$ cat src/rtl/shift_pkg.sv
// Shared definitions for the pipelined shifter: op encodings and level-to-stage mapping.
// No logic, no latency; no handshake of its own.
// Imported by shift_level and shift_unit_pipe.
package shift_pkg;

    localparam int OP_W = 3;

    typedef enum logic [OP_W-1:0] {
        SHIFT_SLL = 3'b000,
        SHIFT_SRL = 3'b001,
        SHIFT_SRA = 3'b010,
        SHIFT_ROL = 3'b011,
        SHIFT_ROR = 3'b100
    } shift_op_e;

    // Levels are spread evenly over the stages; every stage gets at least one level.
    function automatic int level_stage(input int level, input int stages, input int levels);
        return (level * stages) / levels;
    endfunction

endpackage

$ cat src/rtl/shift_level.sv
// One barrel level: conditionally shifts/rotates by SHIFT_BY for all five ops.
// Purely combinational, zero latency.
// No handshake; the enclosing pipeline owns flow control.
module shift_level
    import shift_pkg::*;
#(
    parameter int XLEN     = 32,
    parameter int SHIFT_BY = 1
) (
    input  logic [XLEN-1:0] in_data,
    input  logic [OP_W-1:0] op,
    input  logic            sh_bit,
    output logic [XLEN-1:0] out_data
);

    logic [XLEN-1:0] sll_dat;
    logic [XLEN-1:0] srl_dat;
    logic [XLEN-1:0] sra_dat;
    logic [XLEN-1:0] rol_dat;
    logic [XLEN-1:0] ror_dat;

    always_comb begin
        sll_dat = in_data << SHIFT_BY;
        srl_dat = in_data >> SHIFT_BY;
        sra_dat = $unsigned($signed(in_data) >>> SHIFT_BY);
        rol_dat = {in_data[XLEN-SHIFT_BY-1:0], in_data[XLEN-1:XLEN-SHIFT_BY]};
        ror_dat = {in_data[SHIFT_BY-1:0], in_data[XLEN-1:SHIFT_BY]};

        // Illegal ops collapse to zero at every level, so the final result is zero.
        out_data = '0;
        case (op)
            SHIFT_SLL: out_data = sh_bit ? sll_dat : in_data;
            SHIFT_SRL: out_data = sh_bit ? srl_dat : in_data;
            SHIFT_SRA: out_data = sh_bit ? sra_dat : in_data;
            SHIFT_ROL: out_data = sh_bit ? rol_dat : in_data;
            SHIFT_ROR: out_data = sh_bit ? ror_dat : in_data;
            default:   out_data = '0;
        endcase
    end

endmodule

$ cat src/rtl/shift_unit_pipe.sv
// Pipelined barrel shifter (SLL/SRL/SRA/ROL/ROR) with tag passthrough and synchronous flush.
// Latency STAGES cycles, one op per cycle; outputs come straight from the last stage register.
// Whole pipe advances when out_ready | ~out_valid, otherwise holds; in_ready = advance & ~flush.
module shift_unit_pipe
    import shift_pkg::*;
#(
    parameter int XLEN   = 32,
    parameter int STAGES = 2,
    parameter int TAG_W  = 5
) (
    input  logic             clk,
    input  logic             rst_n,
    input  logic             flush,
    input  logic             in_valid,
    output logic             in_ready,
    input  logic [2:0]       in_op,
    input  logic [XLEN-1:0]  in_a,
    input  logic [XLEN-1:0]  in_b,
    input  logic [TAG_W-1:0] in_tag,
    output logic             out_valid,
    input  logic             out_ready,
    output logic [XLEN-1:0]  out_data,
    output logic [TAG_W-1:0] out_tag
);

    localparam int SH_W = $clog2(XLEN);

    typedef struct packed {
        logic             vld;
        logic [OP_W-1:0]  op;
        logic [SH_W-1:0]  sh;
        logic [TAG_W-1:0] tag;
        logic [XLEN-1:0]  dat;
    } stage_t;

    stage_t          st_in  [STAGES];
    stage_t          st_q   [STAGES];
    logic [XLEN-1:0] st_dat [STAGES];
    logic [XLEN-1:0] lvl_in [SH_W];
    logic [XLEN-1:0] lvl_out[SH_W];
    logic            adv;
    logic            unused_bits;

    assign adv      = out_ready | ~out_valid;
    assign in_ready = adv & ~flush;

    // A stage only loads when adv & ~flush, so in_valid alone marks an accepted op.
    assign st_in[0] = '{vld: in_valid, op: in_op, sh: in_b[SH_W-1:0], tag: in_tag, dat: in_a};

    for (genvar s = 1; s < STAGES; s++) begin : g_stage_in
        assign st_in[s] = st_q[s-1];
    end

    for (genvar k = 0; k < SH_W; k++) begin : g_lvl
        localparam int S     = level_stage(k, STAGES, SH_W);
        localparam bit FIRST = (k == 0) || (level_stage(k - 1, STAGES, SH_W) != S);
        localparam bit LAST  = (k == SH_W - 1) || (level_stage(k + 1, STAGES, SH_W) != S);

        if (FIRST) begin : g_first
            assign lvl_in[k] = st_in[S].dat;
        end else begin : g_chain
            assign lvl_in[k] = lvl_out[k-1];
        end

        shift_level #(
            .XLEN     (XLEN),
            .SHIFT_BY (1 << k)
        ) u_level (
            .in_data  (lvl_in[k]),
            .op       (st_in[S].op),
            .sh_bit   (st_in[S].sh[k]),
            .out_data (lvl_out[k])
        );

        if (LAST) begin : g_last
            assign st_dat[S] = lvl_out[k];
        end
    end

    always_ff @(posedge clk or negedge rst_n) begin
        if (!rst_n) begin
            for (int s = 0; s < STAGES; s++) begin
                st_q[s] <= '0;
            end
        end else if (flush) begin
            for (int s = 0; s < STAGES; s++) begin
                st_q[s].vld <= 1'b0;
            end
        end else if (adv) begin
            for (int s = 0; s < STAGES; s++) begin
                st_q[s] <= '{vld: st_in[s].vld, op: st_in[s].op, sh: st_in[s].sh,
                             tag: st_in[s].tag, dat: st_dat[s]};
            end
        end
    end

    assign out_valid = st_q[STAGES-1].vld;
    assign out_data  = st_q[STAGES-1].dat;
    assign out_tag   = st_q[STAGES-1].tag;

    // Upper shift-amount bits are ignored; op/shamt are dead after the last level.
    assign unused_bits = ^{in_b[XLEN-1:SH_W], st_q[STAGES-1].op, st_q[STAGES-1].sh};

endmodule
$ cat config.mk
export PLATFORM = sky130hd
export DESIGN_NAME = shift_unit_pipe
export DESIGN_NICKNAME = d
export VERILOG_FILES = /design/src/rtl/shift_pkg.sv /design/src/rtl/shift_level.sv /design/src/rtl/shift_unit_pipe.sv
export SDC_FILE = /design/constraint.sdc
export NUM_CORES = 1
export LEC_CHECK = 0
export ABC_AREA = 1
export BUFFER_PORTS_ARGS = -buffer_cell sky130_fd_sc_hd__buf_2
export CAP_MARGIN = 20
export CORE_MARGIN = 3
export CORE_UTILIZATION = 40
export DETAILED_ROUTE_END_ITERATION = 10
export PLACE_DENSITY_LB_ADDON = 0.05
export SLEW_MARGIN = 20
export SYNTH_ARGS = -nofsm -noshare
export SYNTH_HDL_FRONTEND = slang
export SYNTH_SLANG_ARGS = --single-unit
$ cat constraint.sdc
create_clock -name clk -period 2.09 [get_ports clk]
set_clock_uncertainty 0.2 [all_clocks]
set_input_delay 0.209 -clock clk [delete_from_list [all_inputs] [get_ports clk]]
set_output_delay 0.209 -clock clk [all_outputs]
set_load 0.01 [all_outputs]
==> results.md, run 1 <==
* LEAKAGE at between 5 and 6 nW
* Peak supply drop at approximately 540 uV
* Die ar. at between 15000 and 20000 um^2
* CP Launch Type: flip-flop
* Seq cells post-synth at 81
* Setup crit start: st_in[40]$_DFFE_PN0P_
* HP Class: input port to flip-flop
* GRT Overall Usage at between 20% and 30%
* Mapped Avg Cell Area at just under 6 um^2
* Slowest-stage cell, CP: dfrtp_1
* Post-synthesis instance total at between 1k and 1.5k
* Initial antenna violation count at 0
* Cell taking the most area after synthesis: nand2_1
* Minimum clock period at 2.07 ns
* Worst slew pin tran at about 0.56 ns
* Post-synth cell types at 39
* Core ar. at 17500 um^2
* Headroom to the max-slew limit at 63.0%
* Die Y at approximately 140 um
* CTS buffer count at 9
* Layout cell share with drive strength beyond 1 at between 20% and 30%
* DRC Markers at 0
* Most frequent cell after synthesis: nand2_1
* CTS tree: built
* Avg WL per Cell at about 16 um
* Initial Util at roughly two fifths
* Power density over the cells at 702 nW/um^2
* Synth warnings at 0
* Setup violation total in the final timing report at 0
* Final Wtd Congestion at 0.925
* Clock sinks at between 80 and 90
* Fin. max-slew vios at 0
* Number of flops mapped to enable cells by yosys at 0
* IO buf count at 88
* Highest Signal Layer: met4
* First-pass GRT wire length at just over 40000 um
* DRT met1 WL at 12600 um
* Top cells by area, synth: nand2_1 (31%), dfrtp_1 (28%), nor2_1 (6.6%)
* Launching point of the worst reg2reg path: st_in[40]$_DFFE_PN0P_
* Vias in the first global route at just under 8k
* Critical Path End Type: flip-flop
* Max-Cap Viols at 0
* Clock Latency Late Sink at ~0.35 ns
* WP data required at around 2.1 ns
* Initial DRC Count at 704
* Slowest Stage Delay on Critical Path at between 0.4 and 0.5 ns
* Critical Path AT at 2.10 ns
* Fin crit share at between 90 and 100%
* Crit-path max FO at 5
* Via Count at between 8k and 9k
* Final WL at approximately 26000 um
* Seq/Total Area, Yosys at ~28%
* H-tree depth at 3
* Synth Net Count at between 1k and 1.5k
* Synth Flop Type: dfrtp_1
* Met2 WL at ~11000 um
* Cell area after synthesis at 7190 um^2
* Synth-to-layout area growth at 32.7%
* Placed cell area at roughly 8700 um^2
* Final ANT Viol Nets at 0
* Clock root cell: clkbuf_16
* Final Cell Area at between 9000 and 10000 um^2
* Wire length on met3 at about 1700 um
* F_max at between 400 and 500 MHz
* Initial DRT Pass Iterations at 5
* Clk slew on worst S/H paths at roughly 0.070 ns
* Layout Nets at approximately 1.5k
* Outcome: complete, no violations
* Async set-reset flop share out of synthesis at 100%
* Die W at 140 um
* # IOs at ~120
* Endpoints failing hold at 0
* Fill count at ~1.9k
* Synth top area share at a little under a third
* Gr ovfl total at 0
* Final Core Density at 54.6%
* Maximum root-to-sink buffer count at 2
* Hold_sp: in_op[2]
* RSZ-0062 raised after global routing: yes
* Commonest cells in the netlist: nand2_1 (585), nor2_1 (126), o21ai_0 (88)
* Worst path most repeated cell: a21oi_4
* Setup CP Type: flip-flop to flip-flop
* Num rows at 48
* N_diodes at 0
* Largest net degree at the start of global routing at between 70 and 80
* DP HPWL at a little under 20000 um
* CP cell instances: inv_2, or2_2, a21oi_4, a21oi_4, nor2_4, buf_6, nor3_2, o21ai_1, nand2_1
* Via density at around 5.2
registers in the layout (all words and copies together) (netlist names):
register and flops:
st_in 11, out_valid 1, lvl_in 32, out_tag 5
out_data 32
through the flow:
step | total power [mW] | setup slack (ns) | hold WS (ns) | TNS (ns) | cells
floorplan | 3.66 | 0.0907 | -0.287 | 0 | 1243
global placement | 4.81 | -0.328 | 0.0293 | -1.41 | 1613
detailed placement | 4.82 | -0.277 | 0.0335 | -1.69 | 1613
CTS | 6.48 | -0.0148 | 0.0760 | -0.0379 | 1647
global route | 7.16 | -0.0698 | 0.114 | -0.519 | 1653
finish | 6.70 | 0.0196 | 0.0956 | 0 | 1653
critical path: cells and delay by family, from the launching register on:
kind | cells | cell delay (ns)
simple gates | 4 | 0.64
compound gates | 3 | 0.45
flops | 1 | 0.42
buf+inv | 2 | 0.25
placed cells by master, fill, tap and decap left out, types with 4 or more instances in the layout:
cell type	synthesis	final
nor3_2	0	4
nor2_2	3	9
o22ai_1	14	11
nand2_1	585	580
inv_2	6	12
o2bb2ai_1	6	6
buf_6	4	11
nand2_4	1	5
nand3_1	25	22
nand4_1	10	10
or2_2	13	12
o21ai_1	30	47
o21a_1	7	7
buf_2	20	88
o211ai_1	7	7
a32o_1	6	6
nand3_2	5	4
clkbuf_16	0	9
inv_1	53	44
o311a_1	6	6
inv_6	0	4
buf_4	5	115
dfrtp_1	81	79
nor2_4	2	11
a21oi_1	52	48
buf_12	0	10
o21ai_0	88	64
dlygate4sd3_1	0	14
nand3_4	1	5
nor2_1	126	111
nand2_2	10	11
o21ai_2	11	18
clkinvlp_4	0	4
cells by family after synthesis:
group,synth area share (%)
flip-flops,28.2
AND/OR/NAND/NOR,44.1
buffers and inverters,8.19
AO/OA/AOI/OAI,19.5
final cells by class:
cell class                 instances  area [um^2]  area share [%]
multi-input combinational       1029         4900            51.3
sequential                        81         2030            21.3
inverter                          60          241            2.53
timing repair inverter             1         7.51          0.0786
clock inverter                     7         57.6           0.603
tap                              225          282            2.95
clock buffer                       9          225            2.36
timing repair buffer             241         1800            18.9
routing by layer:
layer  up-vias  GRT usage (%)
met5         -              0
met4         0           4.44
met3        18           4.03
met2       301           38.1
met1      3852           40.2
li1       4380              -
report_power, final:
| part | leakage [nW] | internal (mW) | switching, mW |
|---|---|---|---|
| clock | 0.135 | 0.824 | 0.709 |
| combinational | 3.94 | 1.31 | 1.86 |
| sequential | 1.06 | 1.81 | 0.193 |
| total | 5.14 | 3.94 | 2.77 |
path summary, 6_finish.rpt:
path / to / slack [ns] / depth (start not counted)
worst max-delay path: out_data[26]$_DFFE_PN0P_ / 0.02 / 9
worst min-delay path: st_in[44]$_DFFE_PN0P_ / 0.1 / 4
worst max register to register: out_data[26]$_DFFE_PN0P_ / 0.02 / 9
worst min register to register: out_data[16]$_DFFE_PN0P_ / 0.27 / 2
max in group asynchronous: lvl_in[41]$_DFFE_PN0P_ / 0.87 / 3
min in group asynchronous: st_in[34]$_DFFE_PN0P_ / 0.19 / 2
timing repair:
| action | 4_1_cts | 5_1_grt |
|---|---|---|
| resized for setup | 33 | 92 |
| endpoints found under the setup margin | 16 | 32 |
| pin swaps | 3 | 20 |
| setup buffers | 4 | 5 |
| hold buffers | 14 | 0 |
| cloned | 0 | 2 |
| endpoints found under the hold margin | 50 | 0 |
Note: power is estimated with default switching activity, not from simulation.
==> inputs of run 2 (changes only) <==
Settings changed: CTS_BUF_LIST from default to sky130_fd_sc_hd__clkbuf_8.
==> run 2 against run 1 <==
  * The run now ends with negative setup slack left
  * Flip-flop and latch count unchanged
  * Sequential power about the same
  * Global-route usage shrank 0.12 points
  * Hold slack got worse by 0.035 ns
  * Combinational power about the same
  * Register-to-register slack got worse by 0.04 ns
  * Maximum frequency shrank 2.1%
  * First-iteration DRC count grew 0.57%
  * Die area stayed put
  * Via count barely moved
  * Non-clock buffer count grew 2
  * Critical endpoint is now out_data[24]$_DFFE_PN0P_
  * Largest power group unchanged
  * Highest routed layer unchanged
==> results.md, run 2 (synthesized netlist as in run 1, its figures left out) <==
* Failing checks: negative setup slack
* Vias in the first global route at 7641 (was 7694)
* LEAKAGE at 5.08 nW (was 5.14 nW)
* Num rows at 48 (unchanged)
* Worst setup margin at -0.0253 ns (was 0.0196 ns)
* WP buf/inv at 2 (unchanged)
* Clock Latency Late Sink at 0.38 ns (was 0.35 ns)
* Slowest-stage cell, CP: dfrtp_2 (was dfrtp_1)
* Outcome: finished, violations left (was complete, no violations)
* Core ar. at 17500 um^2 (unchanged)
* Fin. max-slew vios at 0 (unchanged)
* Commonest cells after routing, fill and taps aside: nand2_1 (581), buf_4 (116), nor2_1 (111), buf_2 (89), dfrtp_1 (79) (was nand2_1 (580), buf_4 (115), nor2_1 (111), buf_2 (88), dfrtp_1 (79))
* Final Wtd Congestion at 0.925 (unchanged)
* Clock sinks at 81 (unchanged)
* Commonest non-fill, non-tap cell in the layout: nand2_1 (unchanged)
* Placed insts at 1613 (unchanged)
* Layout Nets at 1502 (was 1500)
* Avg WL per Cell at 15.6 um (was 15.7 um)
* Worst path top cell family by delay: simple AND/OR/NAND/NOR gates (unchanged)
* Setup CP Type: flip-flop to flip-flop (unchanged)
* Final ANT Viol Nets at 0 (unchanged)
* Reg2reg path depth at 12 (was 9)
* Setup violation total in the final timing report at 3 (was 0)
* Launching point of the worst reg2reg path: st_in[43]$_DFFE_PN0P_ (was st_in[40]$_DFFE_PN0P_)
* Hold_sp: in_op[2] (unchanged)
* Power density over the cells at 665 nW/um^2 (was 702 nW/um^2)
* Die ar. at 19600 um^2 (unchanged)
* CTS buffer count at 9 (unchanged)
* Slowest Stage Delay on Critical Path at 0.47 ns (was 0.42 ns)
* Max-Cap Viols at 0 (unchanged)
* Endpoints failing hold at 0 (unchanged)
* Largest net degree at the start of global routing at 75 (unchanged)
* Headroom to the max-slew limit at 63.5% (was 63.0%)
* Final setup TNS at -0.0361 ns (was 0 ns)
* Maximum root-to-sink buffer count at 2 (unchanged)
* WP data required at 2.22 ns (was 2.12 ns)
* Clk slew on worst S/H paths at 0.10 ns (was 0.07 ns)
* HP Class: input port to flip-flop (unchanged)
* # IOs at 116 (unchanged)
* Gr ovfl total at 0 (unchanged)
* Critical Path AT at 2.24 ns (was 2.10 ns)
* Initial DRT Pass Iterations at 5 (unchanged)
* Via Count at 8555 (was 8551)
* DRC Markers at 0 (unchanged)
* Die W at 140 um (unchanged)
* Initial Util at 41.2% (unchanged)
* Critical Path End Type: flip-flop (unchanged)
* Hold path depth at 4 (unchanged)
* CTS tree: built (unchanged)
* Fin crit share at 101% (was 99.1%)
* Final std cells w/o fill at 1655 (was 1653)
* Die Y at 140 um (unchanged)
* First-pass GRT wire length at 41200 um (was 41400 um)
* Final WL at 25800 um (was 25900 um)
* CP cell instances: inv_2, nand3_4, buf_6, nor2_4, o21ai_2, a21oi_4, nor2_4, nor2_2, nand2_1, nand3_1, o211ai_1, nand2_1 (was inv_2, or2_2, a21oi_4, a21oi_4, nor2_4, buf_6, nor3_2, o21ai_1, nand2_1)
* Peak supply drop at 546 uV (was 540 uV)
* Layout cell share with drive strength beyond 1 at 24.8% (was 25.2%)
* H-tree depth at 3 (unchanged)
* RSZ-0062 raised after global routing: yes (unchanged)
* Initial antenna violation count at 0 (unchanged)
* F_max at 473 MHz (was 483 MHz)
* Worst slew pin tran at 0.548 ns (was 0.556 ns)
* DP HPWL at 19300 um (unchanged)
* Via density at 5.17 (about the same)
* CP Launch Type: flip-flop (unchanged)
* Worst path depth at 12 (was 9)
* Clock root cell: clkbuf_8 (was clkbuf_16)
* Setup crit start: st_in[43]$_DFFE_PN0P_ (was st_in[40]$_DFFE_PN0P_)
* N_diodes at 0 (unchanged)
* Crit-path max FO at 4 (was 5)
* Synth-to-layout area growth at 31.0% (was 32.7%)
* Minimum clock period at 2.12 ns (was 2.07 ns)
* IO buf count at 88 (unchanged)
* GRT Overall Usage at 25.7% (was 25.8%)
* Initial DRC Count at 708 (was 704)
[run 2: path summary, 6_finish.rpt]
kind                                       endpoint  slack, ns
max                        out_data[24]$_DFFE_PN0P_      -0.03
min                           st_in[44]$_DFFE_PN0P_       0.06
max reg2reg                out_data[24]$_DFFE_PN0P_      -0.03
min reg2reg                out_data[30]$_DFFE_PN0P_       0.27
max in group asynchronous    lvl_in[41]$_DFFE_PN0P_       0.91
min in group asynchronous     st_in[35]$_DFFE_PN0P_       0.14
[run 2: tightest hold or removal path, delay by kind of cell]
family                 cells  cell delay (ns)
AOI/OAI and AO/OA          1             0.07
buffers and inverters      2             0.27
and+or+nand+nor            1             0.04
[run 2: power breakdown]
part           switching, mW  internal (mW)
combinational           1.85           1.30
clock                  0.663          0.450
sequential             0.191           1.81
[run 2: metal layers]
metal  track usage (%)  share of wire (%)
met2              37.9                 44
met4              3.98               0.89
met1              40.1                 48
met3              4.23                6.7
met5                 0                  0
[run 2: final cells by class]
cell class                 instances  area, um^2
clock buffer                       9         124
clock inverter                     7        57.6
fill                            1882        8060
inverter                          60         241
multi-input combinational       1029        4860
sequential                        81        2030
tap                              225         282
timing repair buffer             243        1810
timing repair inverter             1        7.51
[run 2: repair_timing]
item	in CTS	in global routing
hold buffers	14	0
endpoints found under the hold margin	50	0
cloned	0	3
resized for setup	32	83
setup endpoints to repair	17	32
pin swaps	3	27
setup buffers	4	6
[run 2: stage by stage]
stage                     area, um^2  total power, mW  hold WS, ns  setup slack [ns]  utilization [%]
after floorplan                 7190             3.66       -0.287            0.0907                -
after global placement          8650             4.81       0.0293            -0.328             49.5
after detailed placement        8650             4.82       0.0335            -0.277             49.5
after CTS                       9100             6.05       0.0399           -0.0228             52.0
after global routing            9420             6.72       0.0757            -0.120             53.9
final                           9420             6.26       0.0607           -0.0253             53.9
